File: src/rtl/jogo_pkg.sv
// ---------------------------------------------------------------------------
// jogo_pkg
// Shared constants for the memory-game input stage: FSM state encodings of
// the play detector and the debounce lengths used for simulation and board
// builds.
// Revision: 1.0 - initial release
// ---------------------------------------------------------------------------
`default_nettype none

package jogo_pkg;

  // Play detector state encodings (encoding 3 is unused)
  localparam logic [1:0] ESPERA      = 2'd0;
  localparam logic [1:0] PRESSIONADO = 2'd1;
  localparam logic [1:0] SOLTAR      = 2'd2;

  // Debounce lengths: short for simulation, long enough for real switches on the board
  localparam int DEBOUNCE_SIM   = 4;
  localparam int DEBOUNCE_PLACA = 20;

endpackage

`default_nettype wire

File: src/rtl/debounce_botoes.sv
// ---------------------------------------------------------------------------
// debounce_botoes
// Two-flop synchroniser plus a shared stability counter for a vector of raw
// push buttons. A new vector value is accepted into `filtrado` only after it
// has stayed unchanged for DEBOUNCE_CICLOS consecutive synchronised cycles.
// Revision: 1.0 - initial release
// ---------------------------------------------------------------------------
`default_nettype none

module debounce_botoes #(
  parameter int N_BOTOES        = 4,
  parameter int DEBOUNCE_CICLOS = 20
) (
  input  logic                clock,
  input  logic                reset,
  input  logic [N_BOTOES-1:0] botoes,
  output logic [N_BOTOES-1:0] filtrado
);

  localparam int                CONT_W = $clog2(DEBOUNCE_CICLOS + 1);
  // The load happens on the cycle the counter would step onto DEBOUNCE_CICLOS,
  // so the counter itself never holds a value above DEBOUNCE_CICLOS-1.
  localparam logic [CONT_W-1:0] LIMITE = CONT_W'(DEBOUNCE_CICLOS - 1);

  logic [N_BOTOES-1:0] sync_a;
  logic [N_BOTOES-1:0] sync_b;
  logic [N_BOTOES-1:0] sync_ant;
  logic [CONT_W-1:0]   cont;

  // Two-flop synchroniser, plus a copy of the previous synchronised value
  always_ff @(posedge clock or posedge reset) begin
    if (reset) begin
      sync_a   <= '0;
      sync_b   <= '0;
      sync_ant <= '0;
    end else begin
      sync_a   <= botoes;
      sync_b   <= sync_a;
      sync_ant <= sync_b;
    end
  end

  // Stability counter: restart on any movement or when already filtered,
  // accept the value once it has been stable long enough
  always_ff @(posedge clock or posedge reset) begin
    if (reset) begin
      cont     <= '0;
      filtrado <= '0;
    end else if ((sync_b == filtrado) || (sync_b != sync_ant)) begin
      cont <= '0;
    end else if (cont >= LIMITE) begin
      filtrado <= sync_b;
      cont     <= '0;
    end else begin
      cont <= cont + CONT_W'(1);
    end
  end

endmodule

`default_nettype wire

File: src/rtl/detector_jogada.sv
// ---------------------------------------------------------------------------
// detector_jogada
// Turns the raw button vector into clean one-hot plays for the game FSM:
// debounces the buttons, then emits one registered play code with a
// single-cycle `tem_jogada` pulse per physical press. Multi-button presses
// raise `jogada_invalida` and are discarded until every button is released.
// Revision: 1.0 - initial release
// ---------------------------------------------------------------------------
`default_nettype none

module detector_jogada
  import jogo_pkg::*;
#(
  parameter int N_BOTOES        = 4,
  parameter int DEBOUNCE_CICLOS = DEBOUNCE_PLACA
) (
  input  logic                clock,
  input  logic                reset,
  input  logic [N_BOTOES-1:0] botoes,
  input  logic                limpa,
  output logic [N_BOTOES-1:0] jogada,
  output logic                tem_jogada,
  output logic                jogada_invalida,
  output logic [N_BOTOES-1:0] db_filtrado,
  output logic [1:0]          db_estado
);

  logic [N_BOTOES-1:0] filtrado;
  logic [N_BOTOES-1:0] filtrado_ant;
  logic [1:0]          estado;
  logic [1:0]          estado_prox;
  logic [N_BOTOES-1:0] jogada_prox;
  logic                tem_prox;
  logic                invalida_prox;
  logic                evento_press;
  logic                um_botao;

  debounce_botoes #(
    .N_BOTOES        (N_BOTOES),
    .DEBOUNCE_CICLOS (DEBOUNCE_CICLOS)
  ) u_debounce (
    .clock    (clock),
    .reset    (reset),
    .botoes   (botoes),
    .filtrado (filtrado)
  );

  // A press is a 0-to-nonzero edge of the debounced vector; a button still
  // held after `limpa` therefore cannot retrigger a play.
  assign evento_press = (filtrado_ant == '0) && (filtrado != '0);
  assign um_botao     = $onehot(filtrado);

  // State register, delayed debounced vector and registered outputs
  always_ff @(posedge clock or posedge reset) begin
    if (reset) begin
      estado          <= ESPERA;
      filtrado_ant    <= '0;
      jogada          <= '0;
      tem_jogada      <= 1'b0;
      jogada_invalida <= 1'b0;
    end else begin
      estado          <= estado_prox;
      filtrado_ant    <= filtrado;
      jogada          <= jogada_prox;
      tem_jogada      <= tem_prox;
      jogada_invalida <= invalida_prox;
    end
  end

  // Next-state logic; `limpa` overrides everything
  always_comb begin
    estado_prox = estado;
    if (limpa) begin
      estado_prox = ESPERA;
    end else begin
      case (estado)
        ESPERA: begin
          if (evento_press) begin
            estado_prox = um_botao ? PRESSIONADO : SOLTAR;
          end
        end
        PRESSIONADO, SOLTAR: begin
          if (filtrado == '0) begin
            estado_prox = ESPERA;
          end
        end
        default: estado_prox = ESPERA;
      endcase
    end
  end

  // Output decode: a press seen in ESPERA either loads a play or flags it
  always_comb begin
    jogada_prox   = jogada;
    tem_prox      = 1'b0;
    invalida_prox = 1'b0;
    if (limpa) begin
      jogada_prox = '0;
    end else if ((estado == ESPERA) && evento_press) begin
      if (um_botao) begin
        jogada_prox = filtrado;
        tem_prox    = 1'b1;
      end else begin
        invalida_prox = 1'b1;
      end
    end
  end

  assign db_filtrado = filtrado;
  assign db_estado   = estado;

endmodule

`default_nettype wire
File: config.mk
export PLATFORM = sky130hd
export DESIGN_NAME = detector_jogada
export DESIGN_NICKNAME = d
export VERILOG_FILES = /design/src/rtl/jogo_pkg.sv /design/src/rtl/debounce_botoes.sv /design/src/rtl/detector_jogada.sv
export SDC_FILE = /design/constraint.sdc
export NUM_CORES = 1
export LEC_CHECK = 0
export ABC_AREA = 1
export CAP_MARGIN = 20
export CORE_ASPECT_RATIO = 1.25
export CORE_MARGIN = 3
export CORE_UTILIZATION = 48
export CTS_CLUSTER_DIAMETER = 100
export DETAILED_ROUTE_END_ITERATION = 10
export GPL_TIMING_DRIVEN = 1
export PLACE_DENSITY = 0.74
export RECOVER_POWER = 100
export SETUP_SLACK_MARGIN = 0.05
export SYNTH_ARGS = -nofsm -noshare
export SYNTH_HDL_FRONTEND = slang
export SYNTH_SLANG_ARGS = --single-unit
File: constraint.sdc
create_clock -name clock -period 2.2 [get_ports clock]
set_input_delay 0.22 -clock clock [delete_from_list [all_inputs] [get_ports clock]]
set_output_delay 0.22 -clock clock [all_outputs]
set_load 0.02 [all_outputs]
==> results of run 1 <==
-- worst max-delay path, cell delays in order (launching register included) --
cell	delay, ps
dfrtp_2	390
inv_2	50
fa_1	530
inv_1	40
ha_2	170
ha_4	220
nor3_4	230
nand2_2	110
nor2_4	130
nand2_1	60
nand2_1	70
-- sequential cells by signal (all words and copies together) (netlist names) --
name and flops:
db_estado 2, filtrado_ant 4, jogada 4, jogada_invalida 1, tem_jogada 1, u_debounce.cont 5, u_debounce.filtrado 4, u_debounce.sync_a 4
u_debounce.sync_ant 4, u_debounce.sync_b 4
-- cell type report --
cell class | instances | area (um^2) | share of cell area
Timing Repair Buffer | 24 | 210 | 0.120
Clock buffer | 8 | 58.8 | 0.0335
Inverter | 21 | 78.8 | 0.0449
Tap cell | 34 | 42.5 | 0.0243
Sequential cell | 33 | 830 | 0.473
Multi-Input combinational cell | 88 | 534 | 0.305
-- cells in the mapped netlist --
cell and count:
inv_1 18, o21ai_2 1, nand4_1 4, nor3_1 6
a21oi_1 1, nand2_2 1, inv_2 3, fa_1 1
nand3_1 8, or2_2 1, nor2_1 6, xor2_1 2
nand3_2 1, nand2_1 39, o21ai_0 1, nand2_4 1
nor2_4 3, nor2_2 1, ha_1 5, xnor2_1 4
o21ai_1 1, dfrtp_1 33, a21boi_4 1
-- per-layer routing --
layer  track usage  vias up
met2         0.288       20
met5             0        -
met1         0.186      481
met4        0.0561        0
li1              -      509
met3        0.0626        3
-- per-stage QoR --
step	setup WS (ps)	hold WS (ps)	utilization	cells	cell area, um^2
after floorplan	108	251	-	142	1430
after global placement	135	334	0.607	197	1670
after detailed placement	63.3	335	0.607	197	1670
after CTS	81.5	266	0.631	206	1740
after global routing	27.0	369	0.636	208	1750
final	135	353	0.636	208	1750
-- placed cells by master, fill, tap and decap left out, types with 4 or more instances in the layout --
| master | count |
|---|---|
| nand4_1 | 4 |
| nand3_1 | 8 |
| nor3_1 | 5 |
| nand2_1 | 40 |
| xnor2_1 | 4 |
| dlygate4sd3_1 | 17 |
| inv_1 | 16 |
| inv_2 | 5 |
| clkbuf_1 | 6 |
| dfrtp_1 | 30 |
| clkbuf_4 | 5 |
| nor2_1 | 6 |
-- worst paths after layout --
path	from	end	slack, ps
worst max-delay path	u_debounce.filtrado[0]	jogada[2]	140
worst min-delay path	u_debounce.sync_a[3]	u_debounce.sync_b[3]	350
worst max register to register	u_debounce.filtrado[0]	jogada[2]	140
worst min register to register	u_debounce.sync_a[3]	u_debounce.sync_b[3]	350
max in group asynchronous	reset	u_debounce.filtrado[1]	1480
min in group asynchronous	reset	filtrado_ant[1]	400
-- what timing repair did --
action / in CTS / in global routing
pin swaps: 0 / 3
resized for setup: 0 / 6
buffers inserted: 1 / 2
setup endpoints to repair: 4 / 5
-- power breakdown --
group / switching (mW) / internal [mW] / leakage (nW)
clock: 0.188 / 0.158 / 0.0326
combinational: 0.0485 / 0.0333 / 0.415
sequential: 0.0116 / 0.622 / 0.427
-- cells by family after synthesis --
logic type	after synthesis	share of synthesized area
simple gates	71	0.238
flops	33	0.581
buf+inv	21	0.0555
xor+xnor	6	0.0370
fa+ha+maj	6	0.0582
compound gates	5	0.0299
==> flow_summary.yaml, run 1 <==
power:
  leakagePower_nw: 0.874
  fin_total_pwr_mw: 1.06
  irDropWorstVdd_mv: 0.526
  p_per_area_mw_per_mm2: 605
sta:
  worst_slew_pin_slew_ps: 405
  slew_violations: 0
  setup_viol: 0
  finClkSkew_ps: 13.4
  tns_ps: 0
  min_period_ps: 2060
  fin_crit_sh: 0.938
  hold_viol_final: 0
  slew_headroom: 0.730
  rsz0062_at_grt: "no"
  clock.fmax_ghz: 0.484
drt:
  drtAntennaViolNets: 0
  wl_met1_um: 968
  finalWirelength_mm: 2.48
  wl_met2_mm: 1.35
  vias: 1013
  drc_errors: 0
  met3WireLength_um: 137
  vias_per_cell: 4.87
  routedWlPerCell_um: 11.9
  firstDrtPassIters: 4
  top_layer_used: "met4"
  drtIter0Drc: 25
setup_path:
  crit_path_start_kind: "flop"
  critPathMaxFanout: 5
  reg2reg_depth: 10
  cp.arrival_ps: 2330
  endpoint_kind: "flop"
  path_class: "reg2reg"
  cp.required_ps: 2470
floorplan:
  coreArea_mm2: 0.00276
  ios: 19
  die_w_um: 54.7
  die_h_um: 66.8
  start_util: 0.515
  dieArea_mm2: 0.00365
  rows: 21
clocking:
  cts.clk_slew.worst_paths_ps: 100
  cts_buffers: 5
  ctsHoldBuffers: 0
  htreeDepth: 2
  cts_root_buf: "clkbuf_4"
  cts_tree: "done"
  clk_path_buf_depth: 2
  clock_latency_ps: 330
  clock_sinks: 33
yosys:
  syn-num-nets: 155
  synth.top_cell.area_share: 0.581
  synth_warnings: 0
  syn_area_per_cell_um2: 10.0
  synth_area_mm2: 0.00142
  synth.distinct_cells: 23
  seq_area_frac_synth: 0.581
  synth_top_area_cell: "dfrtp_1"
  synth_area_leaders: "dfrtp_1 (58%), nand2_1 (10%), inv_1 (4.8%)"
  synthCells: 142
  synth-seq-cells: 33
flow_run:
  cap_violations: 0
grt:
  track_usage: 0.169
  grt_overflow: 0
  grt_pass1_wl_mm: 4.29
  grt_pass1_vias: 972
  antenna_found_initial: 0
  grt_max_degree: 34
status:
  status: "finished clean"
finish:
  syn_to_final_growth_pct: 23.5
  n_fill_cell: 245
  nets: 186
  antennaDiodeCount: 0
  drive_gt1_frac: 0.161
place:
  gp_congestion: 0.733
  placement.io_buffers: 18
  dp.final_hpwl_mm: 1.81
min_path:
  worstHoldPathCells: 0
  hold_class: "reg2reg"
Note: power is estimated with default switching activity, not from simulation.
==> run 2, diff against run 1 <==
Settings changed: GPL_TIMING_DRIVEN 1 to 0, MAX_ROUTING_LAYER set to met4.
==> run 2 against run 1 <==
Effect of this change:
- power shrank 1.8%
- critical path depth is the same
- via count shrank 1.4%
- flip-flop and latch count is the same
- worst setup slack lost 14 ps
==> flow_summary.yaml, run 2 (synthesis gave the netlist of run 1 again) <==
place:
  gp_congestion: 0.713
  placement.io_buffers: 18
  placed_area_mm2: 0.00168
  dp.final_hpwl_mm: 1.76
min_path:
  hold-path-endpoint: "u_debounce.sync_b[2]"
  hold_class: "reg2reg"
  worstHoldPathCells: 0
  hp-start: "u_debounce.sync_a[2]"
sta:
  slew_violations: 0
  setup_viol: 0
  worst_slew_pin_slew_ps: 831
  rsz0062_at_grt: "yes"
  clock.fmax_ghz: 0.481
  hold_viol_final: 0
  min_period_ps: 2080
  finClkSkew_ps: 12.6
  hold_slack_ps: 354
  fin_crit_sh: 0.945
  tns_ps: 0
  slew_headroom: 0.446
floorplan:
  die_w_um: 54.7
  start_util: 0.515
  die_h_um: 66.8
  dieArea_mm2: 0.00365
  rows: 21
  coreArea_mm2: 0.00276
  ios: 19
finish:
  syn_to_final_growth_pct: 22.9
  largest_register_ff_count: 5
  nets: 185
  regArea_um2: 830
  n_fill_cell: 225
  regMostFlops: "u_debounce.cont"
  antennaDiodeCount: 0
  final_util: 0.633
  multi_input_area_um2: 523
  final_common_cell: "nand2_1"
  design_area_mm2: 0.00175
  drive_gt1_frac: 0.162
  final_cell_mix: "nand2_1 (40), dfrtp_1 (30), dlygate4sd3_1 (17), inv_1 (16), nand3_1 (8)"
grt:
  grt_pass1_wl_mm: 4.15
  grt_max_degree: 18
  track_usage: 0.165
  grt_overflow: 0
  grt_pass1_vias: 996
  antenna_found_initial: 0
setup_path:
  critPathMaxFanout: 5
  path_class: "reg2reg"
  r2r_slack_ps: 120
  cp.arrival_ps: 2330
  crit_path_start_kind: "flop"
  reg2reg_to: "jogada[2]"
  worstReg2RegStart: "u_debounce.filtrado[0]"
  reg2reg_depth: 10
  cp.required_ps: 2450
  endpoint_kind: "flop"
drt:
  vias: 999
  vias_per_cell: 4.83
  drc_errors: 0
  drtAntennaViolNets: 0
  finalWirelength_mm: 2.32
  firstDrtPassIters: 4
  drtIter0Drc: 18
  routedWlPerCell_um: 11.2
power:
  irDropWorstVdd_mv: 0.369
  p_per_area_mw_per_mm2: 597
  leakagePower_nw: 0.877
  fin_total_pwr_mw: 1.04
clocking:
  cts.clk_slew.worst_paths_ps: 100
  cts_tree: "done"
  htreeDepth: 2
  clock_latency_ps: 320
  clock_sinks: 33
  cts_buffers: 5
  ctsHoldBuffers: 0
  cts_root_buf: "clkbuf_4"
  clk_path_buf_depth: 2
flow_run:
  cap_violations: 0
status:
  status: "finished clean"
-- run 2: cell types whose count changed in the layout (fill, tap and decap cells not counted), sizes merged --
cell,before,now
clkbuf,12,10
buf,2,3
-- run 2: metal layers --
metal / vias to the layer above / global-route usage / part of all wire
li1: 507 / - / -
met2: 20 / 0.278 / 0.53
met4: 0 / 0.0748 / 0.015
met3: 4 / 0.0470 / 0.041
met5: - / - / 0
met1: 468 / 0.174 / 0.41
-- run 2: worst max-delay path, cell delays in order, from the launching register on --
cell and delay [ps]:
dfrtp_2 400, inv_4 50, fa_1 520, inv_1 40, ha_2 170, ha_4 220
nor3_4 220, nand2_2 110, nor2_4 150, nand2_1 60, nand2_1 60
-- run 2: cell type report --
| cell class | instances | area share |
|---|---|---|
| tap | 34 | 0.0244 |
| sequential | 33 | 0.475 |
| inverter | 21 | 0.0466 |
| multi-input combinational | 88 | 0.300 |
| timing repair buffer | 23 | 0.120 |
| clock buffer | 8 | 0.0337 |
-- run 2: how the worst max path moves through the flow --
stage                           startpoint        end  slack [ps]
finish              u_debounce.filtrado[0]  jogada[2]         120
global placement    u_debounce.filtrado[1]  jogada[2]          30
global route        u_debounce.filtrado[0]  jogada[0]           9
CTS                 u_debounce.filtrado[0]  jogada[2]          70
floorplan           u_debounce.filtrado[0]  jogada[2]         110
detailed placement  u_debounce.filtrado[1]  jogada[2]          -5
-- run 2: through the flow --
stage | setup slack [ps] | instances
after CTS | 65.7 | 205
after global routing | 8.92 | 207
after global placement | 34.8 | 194
final | 121 | 207
after floorplan | 108 | 142
after detailed placement | -5.48 | 195
-- run 2: repair_timing --
action,CTS,global route
endpoints found under the setup margin,5,5
gates resized for setup,4,3
setup buffers,2,2
pin swaps,3,7
-- run 2: report_power, final --
part           switching, mW  internal [mW]
sequential            0.0116          0.622
clock                  0.171          0.158
combinational         0.0463         0.0325
